## src/rtl/motion_update_broadcast.sv

```systemverilog
// motion_update_broadcast: walks every source cell, integrates v' = v + f*dt and p' = p + v'*dt, broadcasts {v', p', dst_cell}.
// Latency: read address issued at t, cache data at t+2, registered broadcast word with out_data_valid at t+3; 1 particle/cycle.
// Backpressure: none; destination caches must take every word while motion_update_enable is high. Option macro: VELOCITY_SATURATE_EN.
module motion_update_broadcast #(
   parameter int DATA_WIDTH    = 32,
   parameter int PARTICLE_NUM  = 220,
   parameter int ADDR_WIDTH    = 8,
   parameter int CELL_ID_WIDTH = 4,
   parameter int NUM_CELLS     = 64,
   parameter int DT_SHIFT      = 8,
   parameter int CELL_W        = (NUM_CELLS > 1) ? $clog2(NUM_CELLS) : 1
) (
   input  logic                       clk,
   input  logic                       rst,
   input  logic                       start,
   output logic [CELL_W-1:0]          out_src_cell,
   output logic [ADDR_WIDTH-1:0]      out_rd_address,
   output logic                       out_rden,
   input  logic [3*DATA_WIDTH-1:0]    in_velocity,
   input  logic [3*DATA_WIDTH-1:0]    in_force,
   input  logic [3*DATA_WIDTH-1:0]    in_position,
   output logic                       motion_update_enable,
   output logic [3*DATA_WIDTH-1:0]    out_velocity,
   output logic [3*DATA_WIDTH-1:0]    out_position,
   output logic [3*CELL_ID_WIDTH-1:0] out_dst_cell,
   output logic                       out_data_valid,
   output logic                       done
);

   localparam logic [2:0] S_IDLE    = 3'd0;
   localparam logic [2:0] S_REQ_NUM = 3'd1;
   localparam logic [2:0] S_STREAM  = 3'd2;
   localparam logic [2:0] S_DRAIN   = 3'd3;
   localparam logic [2:0] S_NEXT    = 3'd4;
   localparam logic [2:0] S_FINISH  = 3'd5;
   localparam logic [2:0] S_DONE    = 3'd6;

   localparam logic [ADDR_WIDTH-1:0] MAX_CNT   = ADDR_WIDTH'(PARTICLE_NUM);
   localparam logic [CELL_W-1:0]     LAST_CELL = CELL_W'(NUM_CELLS - 1);

   logic [2:0]                 r_state;
   logic [CELL_W-1:0]          r_cell;
   logic [ADDR_WIDTH-1:0]      r_addr;
   logic [ADDR_WIDTH-1:0]      r_count;
   logic [1:0]                 r_wait;
   logic                       r_rden;
   logic                       r_enable;
   logic                       r_done;
   logic                       r_vld_d1;
   logic                       r_vld_d2;
   logic                       r_out_vld;
   logic [3*DATA_WIDTH-1:0]    r_out_vel;
   logic [3*DATA_WIDTH-1:0]    r_out_pos;
   logic [3*CELL_ID_WIDTH-1:0] r_out_dst;

   logic [ADDR_WIDTH-1:0]      w_count;
   logic [3*DATA_WIDTH-1:0]    w_vel_new;
   logic [3*DATA_WIDTH-1:0]    w_pos_new;
   logic [3*CELL_ID_WIDTH-1:0] w_dst;

   // v' = v + (f >>> DT_SHIFT); either wraps or clamps to the signed range
   function automatic logic [DATA_WIDTH-1:0] vel_step(input logic [DATA_WIDTH-1:0] v,
                                                      input logic [DATA_WIDTH-1:0] f);
      logic signed [DATA_WIDTH-1:0] f_sh;
`ifdef VELOCITY_SATURATE_EN
      logic signed [DATA_WIDTH:0] sum;
      f_sh = $signed(f) >>> DT_SHIFT;
      sum  = $signed({v[DATA_WIDTH-1], v}) + $signed({f_sh[DATA_WIDTH-1], f_sh});
      if (sum[DATA_WIDTH] != sum[DATA_WIDTH-1])
         return sum[DATA_WIDTH] ? {1'b1, {(DATA_WIDTH-1){1'b0}}} : {1'b0, {(DATA_WIDTH-1){1'b1}}};
      else
         return sum[DATA_WIDTH-1:0];
`else
      logic signed [DATA_WIDTH-1:0] sum;
      f_sh = $signed(f) >>> DT_SHIFT;
      sum  = $signed(v) + f_sh;
      return sum;
`endif
   endfunction

   // Per-component datapath; position always wraps, which gives the periodic boundary
   for (genvar k = 0; k < 3; k++) begin : g_comp
      logic signed [DATA_WIDTH-1:0] w_v_sh;
      assign w_vel_new[k*DATA_WIDTH +: DATA_WIDTH] =
         vel_step(in_velocity[k*DATA_WIDTH +: DATA_WIDTH], in_force[k*DATA_WIDTH +: DATA_WIDTH]);
      assign w_v_sh = $signed(w_vel_new[k*DATA_WIDTH +: DATA_WIDTH]) >>> DT_SHIFT;
      assign w_pos_new[k*DATA_WIDTH +: DATA_WIDTH] = in_position[k*DATA_WIDTH +: DATA_WIDTH] + w_v_sh;
   end

   // Destination cell is {x, y, z}, each the top bits of the new position component
   assign w_dst = {w_pos_new[DATA_WIDTH-1 -: CELL_ID_WIDTH],
                   w_pos_new[2*DATA_WIDTH-1 -: CELL_ID_WIDTH],
                   w_pos_new[3*DATA_WIDTH-1 -: CELL_ID_WIDTH]};

   // Count word: only the low address bits matter, clamped to the cache capacity
   assign w_count = (in_position[ADDR_WIDTH-1:0] > MAX_CNT) ? MAX_CNT : in_position[ADDR_WIDTH-1:0];

   // Sweep controller: cell walk, count fetch, address streaming and drain
   always_ff @(posedge clk) begin
      if (!rst) begin
         r_state  <= S_IDLE;
         r_cell   <= '0;
         r_addr   <= '0;
         r_count  <= '0;
         r_wait   <= '0;
         r_rden   <= 1'b0;
         r_enable <= 1'b0;
         r_done   <= 1'b0;
      end else begin
         r_done <= 1'b0;
         case (r_state)
            S_IDLE: begin
               if (start) begin
                  r_state  <= S_REQ_NUM;
                  r_cell   <= '0;
                  r_enable <= 1'b1;
                  r_rden   <= 1'b1;
                  r_addr   <= '0;
                  r_wait   <= '0;
               end
            end
            S_REQ_NUM: begin
               r_rden <= 1'b0;
               if (r_wait == 2'd2) begin
                  r_count <= w_count;
                  if (w_count == '0) begin
                     r_state <= S_NEXT;
                  end else begin
                     r_state <= S_STREAM;
                     r_rden  <= 1'b1;
                     r_addr  <= ADDR_WIDTH'(1);
                  end
               end else begin
                  r_wait <= r_wait + 2'd1;
               end
            end
            S_STREAM: begin
               if (r_addr == r_count) begin
                  r_rden  <= 1'b0;
                  r_addr  <= '0;
                  r_wait  <= '0;
                  r_state <= S_DRAIN;
               end else begin
                  r_addr <= r_addr + ADDR_WIDTH'(1);
               end
            end
            S_DRAIN: begin
               // last word leaves the output register during the third drain cycle
               if (r_wait == 2'd2) r_state <= S_NEXT;
               else                r_wait  <= r_wait + 2'd1;
            end
            S_NEXT: begin
               if (r_cell == LAST_CELL) begin
                  r_state <= S_FINISH;
               end else begin
                  r_cell  <= r_cell + CELL_W'(1);
                  r_state <= S_REQ_NUM;
                  r_rden  <= 1'b1;
                  r_addr  <= '0;
                  r_wait  <= '0;
               end
            end
            S_FINISH: begin
               r_enable <= 1'b0;
               r_state  <= S_DONE;
            end
            S_DONE: begin
               r_done  <= 1'b1;
               r_state <= S_IDLE;
            end
            default: r_state <= S_IDLE;
         endcase
      end
   end

   // Particle-read tracker matching the 2-cycle cache latency (count reads excluded)
   always_ff @(posedge clk) begin
      if (!rst) begin
         r_vld_d1 <= 1'b0;
         r_vld_d2 <= 1'b0;
      end else begin
         r_vld_d1 <= r_rden && (r_addr != '0);
         r_vld_d2 <= r_vld_d1;
      end
   end

   // Broadcast register; data forced to zero when not qualified
   always_ff @(posedge clk) begin
      if (!rst) begin
         r_out_vld <= 1'b0;
         r_out_vel <= '0;
         r_out_pos <= '0;
         r_out_dst <= '0;
      end else begin
         r_out_vld <= r_vld_d2;
         r_out_vel <= r_vld_d2 ? w_vel_new : '0;
         r_out_pos <= r_vld_d2 ? w_pos_new : '0;
         r_out_dst <= r_vld_d2 ? w_dst     : '0;
      end
   end

   assign out_src_cell         = r_cell;
   assign out_rd_address       = r_addr;
   assign out_rden             = r_rden;
   assign motion_update_enable = r_enable;
   assign out_velocity         = r_out_vel;
   assign out_position         = r_out_pos;
   assign out_dst_cell         = r_out_dst;
   assign out_data_valid       = r_out_vld;
   assign done                 = r_done;

endmodule
```

## config.mk

```make
export PLATFORM = sky130hd
export DESIGN_NAME = motion_update_broadcast
export DESIGN_NICKNAME = d
export VERILOG_FILES = /design/src/rtl/motion_update_broadcast.sv
export SDC_FILE = /design/constraint.sdc
export NUM_CORES = 1
export LEC_CHECK = 0
export BUFFER_PORTS_ARGS = -buffer_cell sky130_fd_sc_hd__buf_2
export CORE_UTILIZATION = 42
export CTS_CLUSTER_DIAMETER = 60
export CTS_CLUSTER_SIZE = 8
export DETAILED_ROUTE_END_ITERATION = 12
export GPL_TIMING_DRIVEN = 0
export PLACE_DENSITY = 0.75
export SLEW_MARGIN = 20
export SYNTH_ARGS = -nofsm -noshare
export SYNTH_HDL_FRONTEND = slang
export SYNTH_SLANG_ARGS = --single-unit
```

## constraint.sdc

```tcl
create_clock -name clk -period 5.5 [get_ports clk]
set_input_delay 0.55 -clock clk [delete_from_list [all_inputs] [get_ports clk]]
set_output_delay 0.55 -clock clk [all_outputs]
set_load 0.005 [all_outputs]
```

# Yosys cells after proc, flatten, opt, wreduce, memory -nomap -nowiden
# Cells that the tools add are included.
# Widths: inputs -> output; s select.
# word_totals
ff_bits	237
latch_bits	0
output_inout_bits	222
mem_count	0
mem_bits_rw	0
wordCells	87
input_bits	291
rom_bits	0
# classes
n_reduce_logical	17
mux	30
add_sub_neg	9
eq_ne	16
shifts	0
div_mod_pow	0
mul	0
n_bitwise	0
n_lt_le_gt_ge	1
# op_table
op	count
$add 32x24->32	3
$add 32x32->32	3
$mux 8	6
$pmux 8 s4	1
$mux 3	6
$pmux 3 s6	1
$ne 2x2->1 const B	7
$mux 6	2
$pmux 6 s2	1
$reduce_and 5->1	2
$eq 3x3->1 const B	3
$add 8x1->8 const B	1
$eq 8x8->1	1
$gt 8x8->1 const B	1
$logic_not 8->1	1
$mux 2	4
$pmux 2 s4	1
$reduce_and 4->1	2
$reduce_bool 4->1	2
$reduce_bool 8->1	1
$add 6x1->6 const B	1
$eq 3x2->1 const B	2
$eq 6x6->1 const B	1
$mux 1	6
11 further kinds	14

# Longest topological paths before layout
# depth
ltp_word	6
mapped_depth	23
ltp_nobuf	23

# Worst setup path before layout
# No wires, ideal clock.
# synth_path
path_kind	input-to-reg
from	input port in_velocity[32]
to	register r_out_pos[63], in the netlist out_position[63]
path_buffers	1
arrival_ns	4.961
required_ns	5.385
setup_time_ns	0.115
cell_stages	22
path_slack_ns	0.424
cell_sequence	ha_1 fa_1 a21o_1 a21o_1 a21oi_1 o21ai_1 a31oi_1 o311ai_1 o31a_1 mux2i_1 nand3_1 ha_1 clkbuf_1 a2111o_1 or2_1 o221a_2 a31oi_1 a21oi_1 a31oi_1 o31ai_1 xor3_1 and2_1
# synth_between
elab_chain_len	2
# synth_rtl
item	line_no	text
start: declaration	19	input logic [3*DATA_WIDTH-1:0] in_velocity,
$add 32x24->32	76	sum = $signed(v) + f_sh;
net g_comp[1].w_v_sh[22]	83	logic signed [DATA_WIDTH-1:0] w_v_sh;
$add 32x32->32	87	assign w_pos_new[k*DATA_WIDTH +: DATA_WIDTH] = in_position[k*DATA_WIDTH +: DATA_WIDTH] + w_v_sh;
end signal: assignment	197	r_out_pos <= r_vld_d2 ? w_pos_new : '0;
end: declaration	53	logic [3*DATA_WIDTH-1:0] r_out_pos;
# The timed path passes the listed nets, and every way through them passes these cells.
# A chain may end at the register's enable or synchronous reset.

# Final worst setup path
# Same ends and word-level chain as after synthesis.

==> impl_metrics.tcl <==
set metrics [dict create \
    setup_violations 0 \
    areaGrowthSynthToFinish_pct 26.49 \
    startpoint_type "input pin" \
    io_pins 513 \
    min_path_type "in2reg" \
    initial_core_util 0.4291 \
    cts.sinks 225 \
    critical_path.max_fanout 8 \
    synth-xor-area-share 0.08656 \
    io_buffers 488 \
    crit_required_ps 5930 \
    gp_congestion 1.019 \
    vias 16780 \
    critical-path-slowest-cell "fa_1" \
    drc 0 \
    worst_skew_pair.late_latency_ps 540 \
    synth.avg_cell_area_um2 8.360 \
    post-cts-setup-buffer-count 0 \
    fmax_mhz 191.9 \
    critPathTopFamily "compound AO/OA/AOI/OAI gates" \
    multi_input_area_mm2 0.01126 \
    cp_data_arrival_time_ps 5640 \
    drtAntennaViolNets 0 \
    root_buffer "clkbuf_16" \
    hold_violations 0 \
    ys_seq_area_frac 0.2767 \
    cts_buffer_depth 3 \
    worst_pin_slew_ps 1037 \
    p_leak_nw 10.19 \
    grt_pass1_wl_um 87560 \
    dpl.hpwl_um 46820 \
    postSynthNetCount 2434 \
    core_area_mm2 0.03793 \
    nets 2962 \
    syn_area_mm2 0.01628 \
    vias_per_cell 5.583 \
    setup_tns_ps 0 \
    n_fill_cell 3540 \
    synthMuxAreaShare 0.01353 \
    status "finished, final reports clean" \
    ys_types 84 \
    ir_drop_v 0.0002032 \
    numCtsBuffers 39 \
    yosysTopAreaCell "dfxtp_1" \
    final.setup.worst_slack_ps 289.0 \
    drt_iter0_markers 933 \
    path_class "in2reg" \
    pre_cts_ws_ps -590.3 \
    max_stage_delay_ps 450 \
    yosysTopAreaCellShare 0.2767 \
    drive_above_1_share 0.2388 \
    crit_buf_inv 1 \
    synth-edff-count 0 \
    synthSimpleGateAreaFrac 0.1935 \
    worst_hold_slack_ps 322.6 \
    power.density_mw_per_mm2 307.5 \
    finalPower_w 0.006332 \
    antenna_found_initial 8 \
    dieHeight_um 198.9 \
    hold_buffers 0 \
    synth_compound_area_frac 0.2420 \
    drt_pass1_iterations 6 \
    cp-end-kind "flip-flop" \
    async_reset_ff_frac 0 \
    rows 71 \
    yosys.area_share.adder 0.1534 \
    path_cells "buf_2, ha_1, fa_1, a21o_1, a21o_1, a21oi_2, o21ai_2, a31oi_4, o311ai_1, o31a_1, mux2i_1, nand3_1, ha_1, a2111o_1, or2_1, o221a_2, a31oi_1, a21oi_1, a31oi_1, o31ai_1, xor3_1, and2_1" \
    min_period_ps 5211 \
    period_share 0.9475 \
    worst_slew_margin_rel 0.3089 \
    dieArea_mm2 0.03955 \
    register_area_mm2 0.004504 \
    maxSlewViolCount 0 \
    maxCapViolCount 0 \
    synth_top_family_by_area "compound AO/OA/AOI/OAI gates" \
    yosys_register_bits 225 \
    synthFlopType "dfxtp_1" \
    cts_tree "yes" \
    rsz0062_at_grt "false" \
    wire_per_inst_um 19.43 \
    cts-htree-levels 2 \
    yosysWarnings 0 \
    drt_wl_total_um 58390 \
    ys_top_cells_by_area "dfxtp_1 28%, ha_1 15%, a21oi_1 5.1%, xnor2_1 4.9%, a21o_1 4.6%" \
    grt_usage 0.2880 \
    grt_max_degree 11 \
    netlist_instances 1947 \
    die_w_um 198.9 \
    grt_overflow 0 \
    finClkSkew_ps 10.69 \
    first_global_vias 16290 \
    final_util 0.5428 \
    clk_pin_slew_ps 50 \
]
## cell usage in the layout (no fill, tap or decap), types with 9 or more instances in the layout
cell type  instances
clkbuf_16         39
a21o_1           100
o21a_1            25
inv_1             61
nand3_1           36
a31oi_1           22
nor2b_1           33
o21ai_0           91
xnor2_1           91
nor3b_1           14
nor2_1           177
o21ai_1           12
o21bai_1          30
dfxtp_1          225
and2_1            69
a211oi_1          27
buf_4             14
nand4_1           26
clkbuf_1          49
or3_1             12
mux2i_1           22
ha_1             190
a21oi_1          166
and3_1            34
nand2b_1          36
o31ai_1            9
buf_2            493
a21boi_0          13
nand2_1          115
o211ai_1          11
xor2_1            60
nor3_1            46
## metrics by stage
| step | area [um^2] | std cells |
|---|---|---|
| 2_1_floorplan | 16280 | 1947 |
| 3_3_place_gp | 19360 | 2946 |
| 3_5_place_dp | 19360 | 2946 |
| 4_1_cts | 20550 | 3004 |
| 5_1_grt | 20590 | 3004 |
| 6_report | 20590 | 3005 |
## routing by layer
metal  wire, um  global-route usage
met1      23970              0.3436
met2      26970              0.4851
met3       4751             0.06799
met4       2629              0.1370
met5         62                   0
## Yosys cell counts (all sizes together) (6+ instances only)
cell type / instances
a211oi: 29
a21boi: 14
a21o: 100
a21oi: 168
a221o: 6
a31oi: 24
and2: 70
and3: 34
and4: 6
buf: 22
clkbuf: 45
dfxtp: 225
fa: 6
ha: 190
inv: 61
mux2i: 22
nand2: 115
nand2b: 36
nand3: 36
nand4: 26
nor2: 177
nor2b: 33
nor3: 47
nor3b: 14
o211ai: 11
o21a: 25
o21ai: 105
o21bai: 30
o31a: 6
o31ai: 9
or2: 8
or3: 12
xnor2: 92
xor2: 60
## worst paths after layout
path	startpoint	endpoint	slack, ps	cells past startpoint
worst max-delay path	in_velocity[32]	out_position[63]	290	22
worst min-delay path	in_position[6]	r_count[6]	320	3
worst max register to register	r_vld_d2	out_position[26]	2090	6
worst min register to register	r_vld_d1	r_vld_d2	440	1
## state kept, by name, indices dropped and copies added (netlist names)
register / count
r_count: 8
r_vld_d2: 1
out_src_cell: 6
out_velocity: 96
motion_update_enable: 1
out_dst_cell: 1
out_rd_address: 8
done: 1
out_position: 95
out_rden: 1
out_data_valid: 1
r_state: 3
r_vld_d1: 1
r_wait: 2
## where the power goes
part | total (W) | switching [W] | internal, W
logic | 0.00240 | 0.00138 | 0.00101
registers | 0.00165 | 0.00000776 | 0.00165
clock network | 0.00228 | 0.000832 | 0.00145
## worst register-to-register path, delay by kind of cell, from the launching register on
| family | cells | cell delay, ps |
|---|---|---|
| DFF | 1 | 540 |
| and+or+nand+nor | 2 | 560 |
| buffers and inverters | 3 | 2020 |
| muxes | 1 | 200 |
## logic make-up (layout without fill, tap and decap cells)
family	after synthesis	in the layout
other cells	0	2
mux	22	22
buf+inv	129	674
fa+ha+maj	196	196
simple gates	628	628
flops	225	225
xor+xnor	155	155
compound gates	592	592
## area by class of cell
cell class / instances / area share
multi-input combinational: 1593 / 0.5470
sequential: 225 / 0.2188
timing repair buffer: 488 / 0.1186
clock buffer: 47 / 0.04983
tap: 511 / 0.03105
buffer: 66 / 0.01568
inverter: 62 / 0.01130
clock inverter: 11 / 0.007475
antenna: 2 / 0.0002431
## repair_timing
action                                  4_1_cts  5_1_grt
resized for setup                             1        7
endpoints found under the setup margin        1        6
pin swaps                                     0        1
Note: power is estimated with default switching activity, not from simulation.
